===== src/rtl/cpu_fetch_pkg.sv =====
// Shared types and constants for the instruction-fetch stage.
package cpu_fetch_pkg;

  localparam logic [31:0] NOP_INSTR  = 32'h0000_0000;
  localparam int unsigned WORD_BYTES = 4;

  typedef struct packed {
    logic [31:0] instr;
    logic [31:0] pc4;
    logic        valid;
  } ifid_t;

  typedef enum logic [1:0] {
    SEL_SEQ,
    SEL_BRANCH,
    SEL_JUMP
  } next_pc_sel_t;

endpackage


===== src/rtl/fetch_stage_if.sv =====
// Fetch-stage bus: decode redirect/stall inputs, imem data, PC and IF/ID outputs.
interface fetch_stage_if;

  logic        stall;
  logic        branch_taken;
  logic [31:0] branch_target;
  logic        jump;
  logic [25:0] jump_index;
  logic [31:0] instr_in;
  logic [31:0] pc_out;
  logic [31:0] ifid_instr;
  logic [31:0] ifid_pc4;
  logic        ifid_valid;
  logic        fetch_fault;

  modport master (
    output stall, branch_taken, branch_target, jump, jump_index, instr_in,
    input  pc_out, ifid_instr, ifid_pc4, ifid_valid, fetch_fault
  );

  modport slave (
    input  stall, branch_taken, branch_target, jump, jump_index, instr_in,
    output pc_out, ifid_instr, ifid_pc4, ifid_valid, fetch_fault
  );

endinterface


===== src/rtl/fetch_next_pc.sv =====
// Combinational next-PC computation: jump beats branch beats sequential.
module fetch_next_pc
  import cpu_fetch_pkg::*;
(
  input  logic [31:0]  pc,
  input  logic [31:0]  ifid_pc4,
  input  logic         ifid_valid,
  input  logic         jump,
  input  logic [25:0]  jump_index,
  input  logic         branch_taken,
  input  logic [31:0]  branch_target,
  output logic [31:0]  pc_plus4,
  output logic [31:0]  next_pc,
  output next_pc_sel_t sel
);

  logic unused_bits;
  assign unused_bits = ^{branch_target[1:0], ifid_pc4[27:0]};

  assign pc_plus4 = pc + 32'(WORD_BYTES);

  // A bubble in IF/ID cannot own a redirect, so gate with its valid bit.
  always_comb begin
    sel = SEL_SEQ;
    if (ifid_valid) begin
      if (jump)
        sel = SEL_JUMP;
      else if (branch_taken)
        sel = SEL_BRANCH;
    end
  end

  always_comb begin
    next_pc = pc_plus4;
    case (sel)
      SEL_JUMP:   next_pc = {ifid_pc4[31:28], jump_index, 2'b00};
      SEL_BRANCH: next_pc = {branch_target[31:2], 2'b00};
      default:    next_pc = pc_plus4;
    endcase
  end

endmodule


===== src/rtl/fetch_stage.sv =====
// Instruction-fetch stage: PC register, IF/ID register and sticky fetch fault.
// Define FETCH_DELAY_SLOT_EN to keep the instruction after a redirect (MIPS delay slot).
module fetch_stage
  import cpu_fetch_pkg::*;
#(
  parameter logic [31:0] RESET_PC   = 32'h0000_0000,
  parameter int unsigned IMEM_WORDS = 1024
) (
  input  logic          clk,
  input  logic          reset,
  fetch_stage_if.slave  bus
);

  localparam logic [32:0] PC_LIMIT = 33'(WORD_BYTES * IMEM_WORDS);

  logic [31:0]  pc_reg;
  ifid_t        ifid_reg;
  logic         fault_reg;
  logic [31:0]  next_pc;
  logic [31:0]  pc_plus4;
  next_pc_sel_t sel;
  logic         out_of_range;
  logic         flush_ifid;

  fetch_next_pc u_next_pc (
    .pc            (pc_reg),
    .ifid_pc4      (ifid_reg.pc4),
    .ifid_valid    (ifid_reg.valid),
    .jump          (bus.jump),
    .jump_index    (bus.jump_index),
    .branch_taken  (bus.branch_taken),
    .branch_target (bus.branch_target),
    .pc_plus4      (pc_plus4),
    .next_pc       (next_pc),
    .sel           (sel)
  );

  assign out_of_range = ({1'b0, pc_reg} >= PC_LIMIT);

`ifdef FETCH_DELAY_SLOT_EN
  logic unused_sel;
  assign unused_sel = ^sel;
  assign flush_ifid = 1'b0;
`else
  assign flush_ifid = (sel != SEL_SEQ);
`endif

  always_ff @(posedge clk or posedge reset) begin
    if (reset) begin
      pc_reg    <= RESET_PC;
      ifid_reg  <= '{instr: NOP_INSTR, pc4: 32'h0, valid: 1'b0};
      fault_reg <= 1'b0;
    end else if (fault_reg) begin
      ifid_reg.valid <= 1'b0;
    end else if (!bus.stall) begin
      if (out_of_range) begin
        // Faulting fetch: PC parks on the bad address for the debugger.
        fault_reg      <= 1'b1;
        ifid_reg.valid <= 1'b0;
      end else begin
        pc_reg <= next_pc;
        if (flush_ifid)
          ifid_reg <= '{instr: NOP_INSTR, pc4: 32'h0, valid: 1'b0};
        else
          ifid_reg <= '{instr: bus.instr_in, pc4: pc_plus4, valid: 1'b1};
      end
    end
  end

  assign bus.pc_out      = pc_reg;
  assign bus.ifid_instr  = ifid_reg.instr;
  assign bus.ifid_pc4    = ifid_reg.pc4;
  assign bus.ifid_valid  = ifid_reg.valid;
  assign bus.fetch_fault = fault_reg;

endmodule


===== src/flat_wrapper.sv =====
// flat-port wrapper written by rule: the top's interface ports become plain ports
module fetch_stage_flat import cpu_fetch_pkg::*;
#(
  parameter logic [31:0] RESET_PC   = 32'h0000_0000,
  parameter int unsigned IMEM_WORDS = 1024
)
  (clk, reset, bus_stall, bus_branch_taken, bus_branch_target, bus_jump, bus_jump_index, bus_instr_in, bus_pc_out, bus_ifid_instr, bus_ifid_pc4, bus_ifid_valid, bus_fetch_fault);
  fetch_stage_if bus_i ();
  input  logic clk;
  input  logic reset;
  input wire logic [$bits(bus_i.stall)-1:0] bus_stall;
  input wire logic [$bits(bus_i.branch_taken)-1:0] bus_branch_taken;
  input wire logic [$bits(bus_i.branch_target)-1:0] bus_branch_target;
  input wire logic [$bits(bus_i.jump)-1:0] bus_jump;
  input wire logic [$bits(bus_i.jump_index)-1:0] bus_jump_index;
  input wire logic [$bits(bus_i.instr_in)-1:0] bus_instr_in;
  output wire logic [$bits(bus_i.pc_out)-1:0] bus_pc_out;
  output wire logic [$bits(bus_i.ifid_instr)-1:0] bus_ifid_instr;
  output wire logic [$bits(bus_i.ifid_pc4)-1:0] bus_ifid_pc4;
  output wire logic [$bits(bus_i.ifid_valid)-1:0] bus_ifid_valid;
  output wire logic [$bits(bus_i.fetch_fault)-1:0] bus_fetch_fault;
  assign bus_i.stall = bus_stall;
  assign bus_i.branch_taken = bus_branch_taken;
  assign bus_i.branch_target = bus_branch_target;
  assign bus_i.jump = bus_jump;
  assign bus_i.jump_index = bus_jump_index;
  assign bus_i.instr_in = bus_instr_in;
  assign bus_pc_out = bus_i.pc_out;
  assign bus_ifid_instr = bus_i.ifid_instr;
  assign bus_ifid_pc4 = bus_i.ifid_pc4;
  assign bus_ifid_valid = bus_i.ifid_valid;
  assign bus_fetch_fault = bus_i.fetch_fault;
  fetch_stage #(.RESET_PC(RESET_PC), .IMEM_WORDS(IMEM_WORDS)) u_core (.clk(clk), .reset(reset), .bus(bus_i));
endmodule

===== config.mk =====
export PLATFORM = sky130hd
export DESIGN_NAME = fetch_stage_flat
export DESIGN_NICKNAME = d
export VERILOG_FILES = /design/src/rtl/cpu_fetch_pkg.sv /design/src/rtl/fetch_stage_if.sv /design/src/rtl/fetch_next_pc.sv /design/src/rtl/fetch_stage.sv /design/src/flat_wrapper.sv
export SDC_FILE = /design/constraint.sdc
export NUM_CORES = 1
export LEC_CHECK = 0
export BUFFER_PORTS_ARGS = -buffer_cell sky130_fd_sc_hd__buf_2
export CAP_MARGIN = 20
export CORE_ASPECT_RATIO = 1.2
export CORE_MARGIN = 2
export CORE_UTILIZATION = 25
export CTS_CLUSTER_SIZE = 12
export DETAILED_ROUTE_END_ITERATION = 10
export HOLD_SLACK_MARGIN = 0.15
export SETUP_SLACK_MARGIN = 0.4
export SKIP_LAST_GASP = 1
export SYNTH_ARGS = -nofsm -noshare
export SYNTH_HDL_FRONTEND = slang
export SYNTH_SLANG_ARGS = --single-unit

===== constraint.sdc =====
create_clock -name clk -period 4.4 [get_ports clk]
set_clock_uncertainty 0.15 [all_clocks]
set_input_delay 0.44 -clock clk [delete_from_list [all_inputs] [get_ports clk]]
set_output_delay 0.44 -clock clk [all_outputs]
set_load 0.05 [all_outputs]

## Yosys cells after proc, flatten, opt, wreduce, memory -nomap -nowiden

Cells that the tools add are included.

| operators by class | value |
|---|---|
| $add $sub $neg | 1 |
| magnitude comparators | 1 |
| equal/unequal tests | 3 |
| mux-type cells | 11 |
| bitwise operators | 3 |
| reductions and logical operators | 2 |

Operator list:

| cell | count |
|---|---|
| $mux W65 | 1 |
| $pmux W32 S2 | 1 |
| $add A32 B3 Y32 const B | 1 |
| $ge A32 B13 Y1 const B | 1 |
| $mux W1 | 7 |
| $mux W2 | 2 |
| $not A1 Y1 | 3 |
| $reduce_and A3 Y1 | 1 |
| $eq A2 B1 Y1 const B | 1 |
| $eq A2 B2 Y1 const B | 1 |
| $ne A2 B1 Y1 const B | 1 |
| $reduce_bool A2 Y1 | 1 |

| storage, ports and cells | value |
|---|---|
| register bits | 98 |
| input port bits | 95 |
| output and inout port bits | 98 |
| logic and storage cells | 26 |

## Longest topological paths before layout

Gate-level depths: netlist of the first run.

| depth | value |
|---|---|
| depth in word-level cells | 8 |
| depth in mapped cells | 8 |
| gate-level depth less buffers | 7 |

## Hierarchy

From an unflattened synthesis of the first run, not the netlist that was laid out.

| unflattened totals | value |
|---|---|
| cell total of the unflattened synthesis | 559 |
| area, all modules | 5,424.0 µm² |

Modules (own cells, without submodules):

| module | instances | cells an instance | area each (µm²) | seq. area each (µm²) |
|---|---|---|---|---|
| fetch_stage | 1 | 354 | 4,051.4 | 2,452.4 |
| fetch_next_pc | 1 | 205 | 1,372.6 | 0.0 |

## Worst setup path after synthesis of the first run

No wires, ideal clock.

| timing path | value |
|---|---|
| path kind | reg-to-reg |
| start point | register u_core.pc_reg[2] (netlist: u_core.bus.pc_out[2]) |
| end point | register u_core.ifid_reg, in the netlist u_core.bus.ifid_pc4[10] |
| library setup time | 0.120 ns |
| arrival time | 1.996 ns |
| required time | 4.130 ns |
| setup slack | 2.134 ns |
| cell stages (with the launch flop) | 7 |
| buffers on the path | 1 |
| period minus slack after synthesis | 2.266 ns |
| cells stage by stage | dfrtp_1 ha_1 nand4_1 or2_1 clkbuf_1 xnor2_1 a31o_2 |

| between the ends | value |
|---|---|
| word-level cells in the longest chain between the ends | 3 |
| elaborated cells on any way between the ends | 5 |
| classes of those cells | add/sub: 1; order compare: 1; mux: 1; bitwise: 1; reduce/logical: 1 |

Ends and longest elaborated chain:

| item | line | source |
|---|---|---|
| start, declared | fetch_stage.sv:16 | `logic [31:0] pc_reg;` |
| start signal, assigned | fetch_stage.sv:61 | `pc_reg <= next_pc;` |
| $ge A32 B13 Y1 | fetch_stage.sv:38 | `assign out_of_range = ({1'b0, pc_reg} >= PC_LIMIT);` |
| $not A1 Y1 (no source line) | n/a |  |
| $reduce_and A3 Y1 (no source line) | n/a |  |
| end signal, assigned | fetch_stage.sv:51 | `ifid_reg <= '{instr: NOP_INSTR, pc4: 32'h0, valid: 1'b0};` |
| end signal, assigned | fetch_stage.sv:63 | `ifid_reg <= '{instr: NOP_INSTR, pc4: 32'h0, valid: 1'b0};` |
| end signal, assigned | fetch_stage.sv:65 | `ifid_reg <= '{instr: bus.instr_in, pc4: pc_plus4, valid: 1'b1};` |
| end, declared | fetch_stage.sv:17 | `ifid_t ifid_reg;` |

Several ways; a longest one is shown, not always the timed one.
A chain may end at the register's enable or synchronous reset.

## Worst setup path after layout of the first run

| timing path | value |
|---|---|
| start point | register u_core.pc_reg[28] (netlist: u_core.bus.pc_out[28]) |
| end point | register u_core.pc_reg[3] (netlist: u_core.bus.pc_out[3]) |

| between the ends | value |
|---|---|
| word-level cells in the longest chain between the ends | 3 |

Ends and longest elaborated chain:

| item | line |
|---|---|
| $ge A32 B13 Y1 | fetch_stage.sv:38 |
| $not A1 Y1 (no source line) | n/a |
| $reduce_and A3 Y1 (no source line) | n/a |

Every way passes these cells.

==> results of run 1 <==
## state kept, by name, summed over array words and instances, names as in the netlist
signal / cells
u_core.bus.pc_out: 30
u_core.bus.ifid_pc4: 30
u_core.bus.ifid_instr: 32
u_core.bus.fetch_fault: 1
u_core.bus.ifid_valid: 1
## worst max-delay path: cells and delay by family, from the launching register on
kind	cells	cell delay (ns)
flops	1	0.41
mux	1	0.26
simple gates	3	1.40
buf+inv	1	0.29
## cells in the final DEF (no fill, tap or decap), drive strengths merged, types with 3 or more instances in the layout
master   synthesis  final
nor4             4      4
nor3             5      5
buf             16    194
ha               5      5
xnor2            7      7
clkbuf          27      9
o21bai          10     10
diode            0      4
o31ai           10     10
a22oi           12     12
nand4            8      8
a31o            11     11
a31oi            8      8
nand3            7      7
a221oi           7      7
nand2           50     50
or2              3      3
and2            19     19
a21boi           3      3
conb             1      4
a21oi            7      7
dfrtp           94     94
a221o           10     10
o21ai           87     87
o2bb2ai          3      3
nor2             4      4
and4             5      5
inv              9     11
## layout make-up
class                           instances  share of cell area
Timing Repair Buffer                  195               0.170
Multi-Input combinational cell        307               0.323
Clock inverter                          7              0.0161
Antenna cell                            4             0.00170
Inverter                                9             0.00615
Tap cell                              220              0.0466
Clock buffer                            9              0.0382
Sequential cell                        94               0.399
## report_power, final
group	internal, uW	switching [uW]
Combinational	33.4	39.3
Sequential	864	0.0000000000000132
Clock	500	351
## worst paths after layout
kind	from	slack [ns]	end
worst max-delay path	u_core.bus.pc_out[28]$_DFFE_PP0P_	1.78	u_core.bus.pc_out[3]$_DFFE_PP0P_
worst min-delay path	bus_instr_in[4]	0.17	u_core.bus.ifid_instr[4]$_DFFE_PP0P_
worst max register to register	u_core.bus.pc_out[28]$_DFFE_PP0P_	1.78	u_core.bus.pc_out[3]$_DFFE_PP0P_
worst min register to register	u_core.bus.ifid_pc4[18]$_DFFE_PP0P_	0.33	u_core.bus.ifid_pc4[18]$_DFFE_PP0P_
max in group asynchronous	reset	2.50	u_core.bus.ifid_instr[19]$_DFFE_PP0P_
min in group asynchronous	reset	0.63	u_core.bus.ifid_pc4[16]$_DFFE_PP0P_
## cells by family (layout without fill, tap and decap cells)
family | count (synthesis) | count (layout) | synth area share
simple gates | 112 | 112 | 0.133
compound gates | 177 | 177 | 0.256
xor+xnor | 8 | 8 | 0.0156
other cells | 1 | 8 | 0.000836
mux | 1 | 1 | 0.00223
fa+ha+maj | 5 | 5 | 0.0139
buf+inv | 52 | 220 | 0.0541
flops | 94 | 94 | 0.524
## metrics by stage
stage	utilization	hold WS [ns]	cells	setup slack, ns	total power (uW)
floorplan	-	0.426	453	1.36	910
global placement	0.316	0.314	824	1.80	954
detailed placement	0.316	0.315	824	1.80	954
CTS	0.335	0.156	841	1.77	1820
global route	0.336	0.170	843	1.57	1870
finish	0.336	0.174	845	1.78	1790
## per-layer routing
layer	wire, um	global-route usage	share of wire	up-vias
met5	0	0	0	-
met4	408	0.0665	0.029	0
met3	845	0.0314	0.060	22
met2	6730	0.239	0.47	150
met1	6190	0.191	0.44	1969
li1	-	-	-	1972
## timing repair
action / 4_1_cts / 5_1_grt
hold endpoints to repair: 62 / 0
buffers inserted: 0 / 0
hold buffers: 1 / 0
==> metrics, run 1 <==
status finished, final reports clean; Final Setup Violations 0; area post-placement approximately 5600 sq um; Max VDD drop roughly 0.15 mV; first-pass GRT wire length 22000 um; vias in the first global route approximately 4000; Storage cell area roughly 2400 sq um; first drt pass iteration count 4; Mapped Cells 450; Sum Neg Setup Slack 0 ns; top-area cell type share of the netlist area 0.524; Synth-to-Final Area Change 31.5%; Min-Delay Path Depth 3; FF-to-FF path depth 5; WL/cell 16.8 um; Num CTS Buffers 9; CTS tree built; fin area just under 6000 sq um; CP arrival approximately 2.7 ns; Resized cells post-CTS 0; layout cells sized above 1 0.372; clk root buf clkbuf_16; part of the cycle the worst path needs 0.595; cell taking the most area after synthesis dfrtp_1; Setup CP Type reg2reg; Crit. End Element flip-flop; Via density slightly below 5; ys async rst share 1.00; Layout Nets between 700 and 800; Relative slew margins 0.406; input/output buffers between 150 and 200; register bit total from synthesis 94; register area share after synthesis 0.524; Global Route Usage Sum 0.148; Die Wd 126 um; Fin. Hold Viols 0; grt ovf 0; Crit-path slowest cell nor2_2; initial antenna violation count 3; Peak Freq between 0.3 and 0.4 GHz; warning count from the yosys run 0; Worst setup SP type flip-flop; HP Class in2reg; DR vias approximately 4100; io pins roughly 190; footprint of the multi-input gates between 1500 and 2000 sq um; Antenna Violating Nets Remaining 0; drt drc 0; Lkg Pwr a little over 0.003 uW; clock sinks 94; fin crit period ~2.6 ns; core region area 17600 sq um; H-Tree Depth 3; full die area 19000 sq um; Max Slew Vio Count 0; maximum clock path buffer count 2; Reg clk slew, reported paths about 0.070 ns; crit-path cells nor4_1 > nand4_1 > buf_4 > nor2_2 > mux2i_1; GPL Wtd Cong between 0.7 and 0.8; DP HPWL 9880 um; dominant cells by area after synthesis dfrtp_1 52%, o21ai_0 8.1%, nand2_1 4.1%; routed wire length around 14000 um; Post-synth EDFFs 0; Clk Latency, worst-skew pair 0.35 ns; largest net degree at the start of global routing 65; Row Count 53; Synth top cells by count 94 x dfrtp_1, 73 x o21ai_0, 49 x nand2_1; measured slew at the worst slew-check pin 0.892 ns; die height ~150 um; Avg Cell Area, Syn around 10 sq um; Fillers 1845; synth unique cells 54; max-cap violation count 0; Power Density between 300 and 400 nW/um^2; Most used DFF post-synth dfrtp_1; Crit Path Max Fanout 43; Crit path largest cell delay 0.74 ns; Starting Density 0.255; RSZ-0062 raised after global routing no; 1st-iter DRT viols around 200; most common cell in the netlist dfrtp_1; Critical Path RT between 4 and 5 ns; cell area after synthesis ~4500 sq um
Note: power is estimated with default switching activity, not from simulation.
==> run 2, diff against run 1 <==
- ABC_AREA: default -> 1
- clock period: 4.4 -> 2.25 ns (I/O delays scaled with it)
==> run 2 against run 1 <==
  * Final cell count up 26%
  * Clock power increased by 88%
  * Via count rose by 9.8%
  * First-iteration DRC count decreased by 19%
  * Area after synthesis fell by 0.45%
  * Combinational power grew to 5.9 times the previous value
  * Wire length rose by 2.7%
  * Sequential share of layout area fell by 5.7 points
  * Power is 110% higher
  * Final area up 17%
  * Clock-buffer cell count up 2
  * Critical path type unchanged
==> metrics, run 2 <==
Num CTS Buffers 9 (unchanged); Bufs and invs on worst path 2 (+1); cell taking the most area after synthesis dfrtp_1; Synth-to-Final Area Change 54.3%; crit-path cells nand2_2 > nor2_4 > inv_2 > ha_4 > buf_12 > a22o_1 > nand2_1 > nand2_1 > nand2_1 > nand2_1; Most used DFF post-synth dfrtp_1; CP arrival 1.86 ns (-0.88 ns); fin crit period 1.76 ns (-0.855 ns); dominant cells by area after synthesis dfrtp_1 53%, nand2_1 20%, inv_1 5.6%; most common cell in the netlist nand2_1; Avg Cell Area, Syn 7.74 sq um (-22%); metal2 WL 7130 um (+6.0%); core region area 17500 sq um (-0.38%); fin area 6890 sq um (+17%); input/output buffers 186 (unchanged); Synth top cells by count 241 x nand2_1, 94 x dfrtp_1, 67 x inv_1; Final Core Density 0.394 (+0.0579); layout cells sized above 1 0.295 (-0.0771); leading cell types in the layout, fill and taps excluded 239 x nand2_1, 186 x buf_2, 91 x dfrtp_1; warning count from the yosys run 0 (unchanged); Power Density 547 nW/um^2 (+80%); ys async rst share 1.00 (unchanged); Hold Worst Slack 0.131 ns (-0.0424 ns); Lkg Pwr 0.00359 uW (+16%); first drt pass iteration count 5 (+1); M1 WL 6240 um (+0.90%); full die area 19000 sq um (-0.43%); Global Route Usage Sum 0.153 (+0.00526); die height 150 um (-0.22%); DR vias 4517 (+9.8%); Row Count 53 (unchanged); wire length on met3 728 um (-14%); CTS tree built; Crit path largest cell delay 0.42 ns (-0.32 ns); io pins 193 (unchanged); RSZ-0062 raised after global routing yes; hold_sp bus_jump_index[21]; largest net degree at the start of global routing 68 (+4.6%); Clk Latency, worst-skew pair 0.35 ns (about the same); area post-placement 5650 sq um (+1.6%); grt ovf 0 (unchanged); reg-to-reg slack, setup 0.49 ns (-1.29 ns); drt drc 0 (unchanged); Post-synth EDFFs 0 (unchanged); Crit. End Element flip-flop; setup ws final 0.488 ns (-1.29 ns); Fin. Hold Viols 0 (unchanged); first-pass GRT wire length 22700 um (+3.0%); Sum Neg Setup Slack 0 ns (unchanged); Final Setup Violations 0 (unchanged); Mapped Cells 577 (+28%); n_diodes 0 (-4); Max Slew Vio Count 0 (unchanged); Via density 4.26 (-13%); Antenna Violating Nets Remaining 0 (unchanged); initial antenna violation count 0 (-3); GPL Wtd Cong 0.795 (+8.0%); clock sinks 94 (unchanged); Post-Place Setup Slack 0.183 ns (-1.61 ns); part of the cycle the worst path needs 0.783 (+0.188); Min-Delay Path Depth 5 (+2); Layout Nets 936 (+31%); Top Metal Used met4; routed wire length 14600 um (+2.7%); clk root buf clkbuf_16; Crit Path Max Fanout 20 (-53%); 1st-iter DRT viols 161 (-19%); Die Wd 126 um (-0.21%); H-Tree Depth 3 (unchanged); top-area cell type share of the netlist area 0.526 (+0.00235); Worst setup SP type flip-flop; most frequent cell on the critical path nand2_1; Starting Density 0.255 (about the same); maximum clock path buffer count 2 (unchanged); synth unique cells 25 (-54%); register bit total from synthesis 94 (unchanged); hold endpoint u_core.bus.pc_out[23]$_DFFE_PP0P_; commonest non-fill, non-tap cell in the layout nand2_1; Peak Freq 0.568 GHz (+49%); FF-to-FF path depth 10 (+5); status finished, final reports clean; max-cap violation count 0 (unchanged); Setup CP Type reg2reg; HP Class in2reg; Critical Path RT 2.34 ns (-2.18 ns); FF-to-FF End u_core.bus.pc_out[8]$_DFFE_PP0P_; RR Startpoint u_core.bus.ifid_valid$_DFFE_PP0P_; WL/cell 13.7 um (-18%); vias in the first global route 4347 (+8.6%); Max VDD drop 0.310 mV (+110%); Crit-path slowest cell dfrtp_2; register area share after synthesis 0.526 (+0.00235); cell area after synthesis 4470 sq um (-0.45%); CP delay by family, top flip-flops; Reg clk slew, reported paths 0.07 ns (about the same); DP HPWL 9700 um (-1.8%); Largest register FFs 32 (unchanged)
==> run 2: cell count changes after synthesis, moves of 11 or more <==
cell	delta
a22oi_1	-11
and2_1	-19
clkbuf_1	-13
inv_1	+58
nand2_1	+192
nand3_1	+32
nor2_1	+36
o21ai_0	-47
o21ai_1	-14
==> run 2: power breakdown <==
group / total [uW] / switching, uW / internal, uW
registers: 1740 / 21.7 / 1720
clock network: 1600 / 696 / 907
logic: 427 / 246 / 181
==> run 2: logic make-up after synthesis <==
group           after synthesis  synth area share
buf+inv                      97            0.0910
flops                        94             0.526
fa+ha+maj                     5            0.0140
other cells                   1          0.000839
xor+xnor                      2           0.00392
compound gates               51            0.0669
simple gates                327             0.297
==> run 2: area by class of cell <==
class | instances | area (sq um)
fill | 1822 | 10600
sequential | 94 | 2360
timing repair buffer | 273 | 1850
multi-input combinational | 390 | 1830
tap | 220 | 275
inverter | 68 | 267
clock buffer | 11 | 243
clock inverter | 5 | 65.1
==> run 2: worst max-delay path by stage <==
stage | from | end | slack (ns) | cells after the start
detailed placement | u_core.bus.ifid_valid$_DFFE_PP0P_ | u_core.bus.ifid_instr[24]$_DFFE_PP0P_ | 0.18 | 8
finish | u_core.bus.ifid_valid$_DFFE_PP0P_ | u_core.bus.pc_out[8]$_DFFE_PP0P_ | 0.49 | 10
floorplan | u_core.bus.ifid_valid$_DFFE_PP0P_ | u_core.bus.pc_out[30]$_DFFE_PP0P_ | 0.39 | 8
global placement | u_core.bus.ifid_valid$_DFFE_PP0P_ | u_core.bus.ifid_instr[11]$_DFFE_PP0P_ | 0.22 | 8
CTS | u_core.bus.ifid_valid$_DFFE_PP0P_ | u_core.bus.ifid_instr[13]$_DFFE_PP0P_ | 0.37 | 9
global route | u_core.bus.ifid_valid$_DFFE_PP0P_ | u_core.bus.pc_out[8]$_DFFE_PP0P_ | 0.35 | 10
==> run 2: worst reg2reg max path, cell delays in order, from the launching register on <==
cell and delay (ns):
dfrtp_2 0.42, nand2_2 0.08, nor2_4 0.14, inv_2 0.08, ha_4 0.20, buf_12 0.16, a22o_1 0.22, nand2_1 0.06
nand2_1 0.05, nand2_1 0.05, nand2_1 0.04
==> run 2: stage by stage <==
| step | std cells | total power (uW) |
|---|---|---|
| 2_1_floorplan | 580 | 1960 |
| 3_3_place_gp | 969 | 2100 |
| 3_5_place_dp | 969 | 2110 |
| 4_1_cts | 1060 | 3830 |
| 5_1_grt | 1061 | 3940 |
| 6_report | 1061 | 3770 |
==> run 2: metal layers <==
| metal | GRT usage | vias up |
|---|---|---|
| met5 | 0 | - |
| met4 | 0.0670 | 0 |
| met3 | 0.0338 | 30 |
| met2 | 0.258 | 136 |
| met1 | 0.189 | 2071 |
| li1 | - | 2280 |
==> run 2: repair_timing <==
item,in CTS,in global routing
hold buffers,67,0
setup endpoints to repair,73,91
resized for setup,12,24
cloned,1,0
buffers inserted,7,1
hold endpoints to repair,148,0
pin swaps,2,4
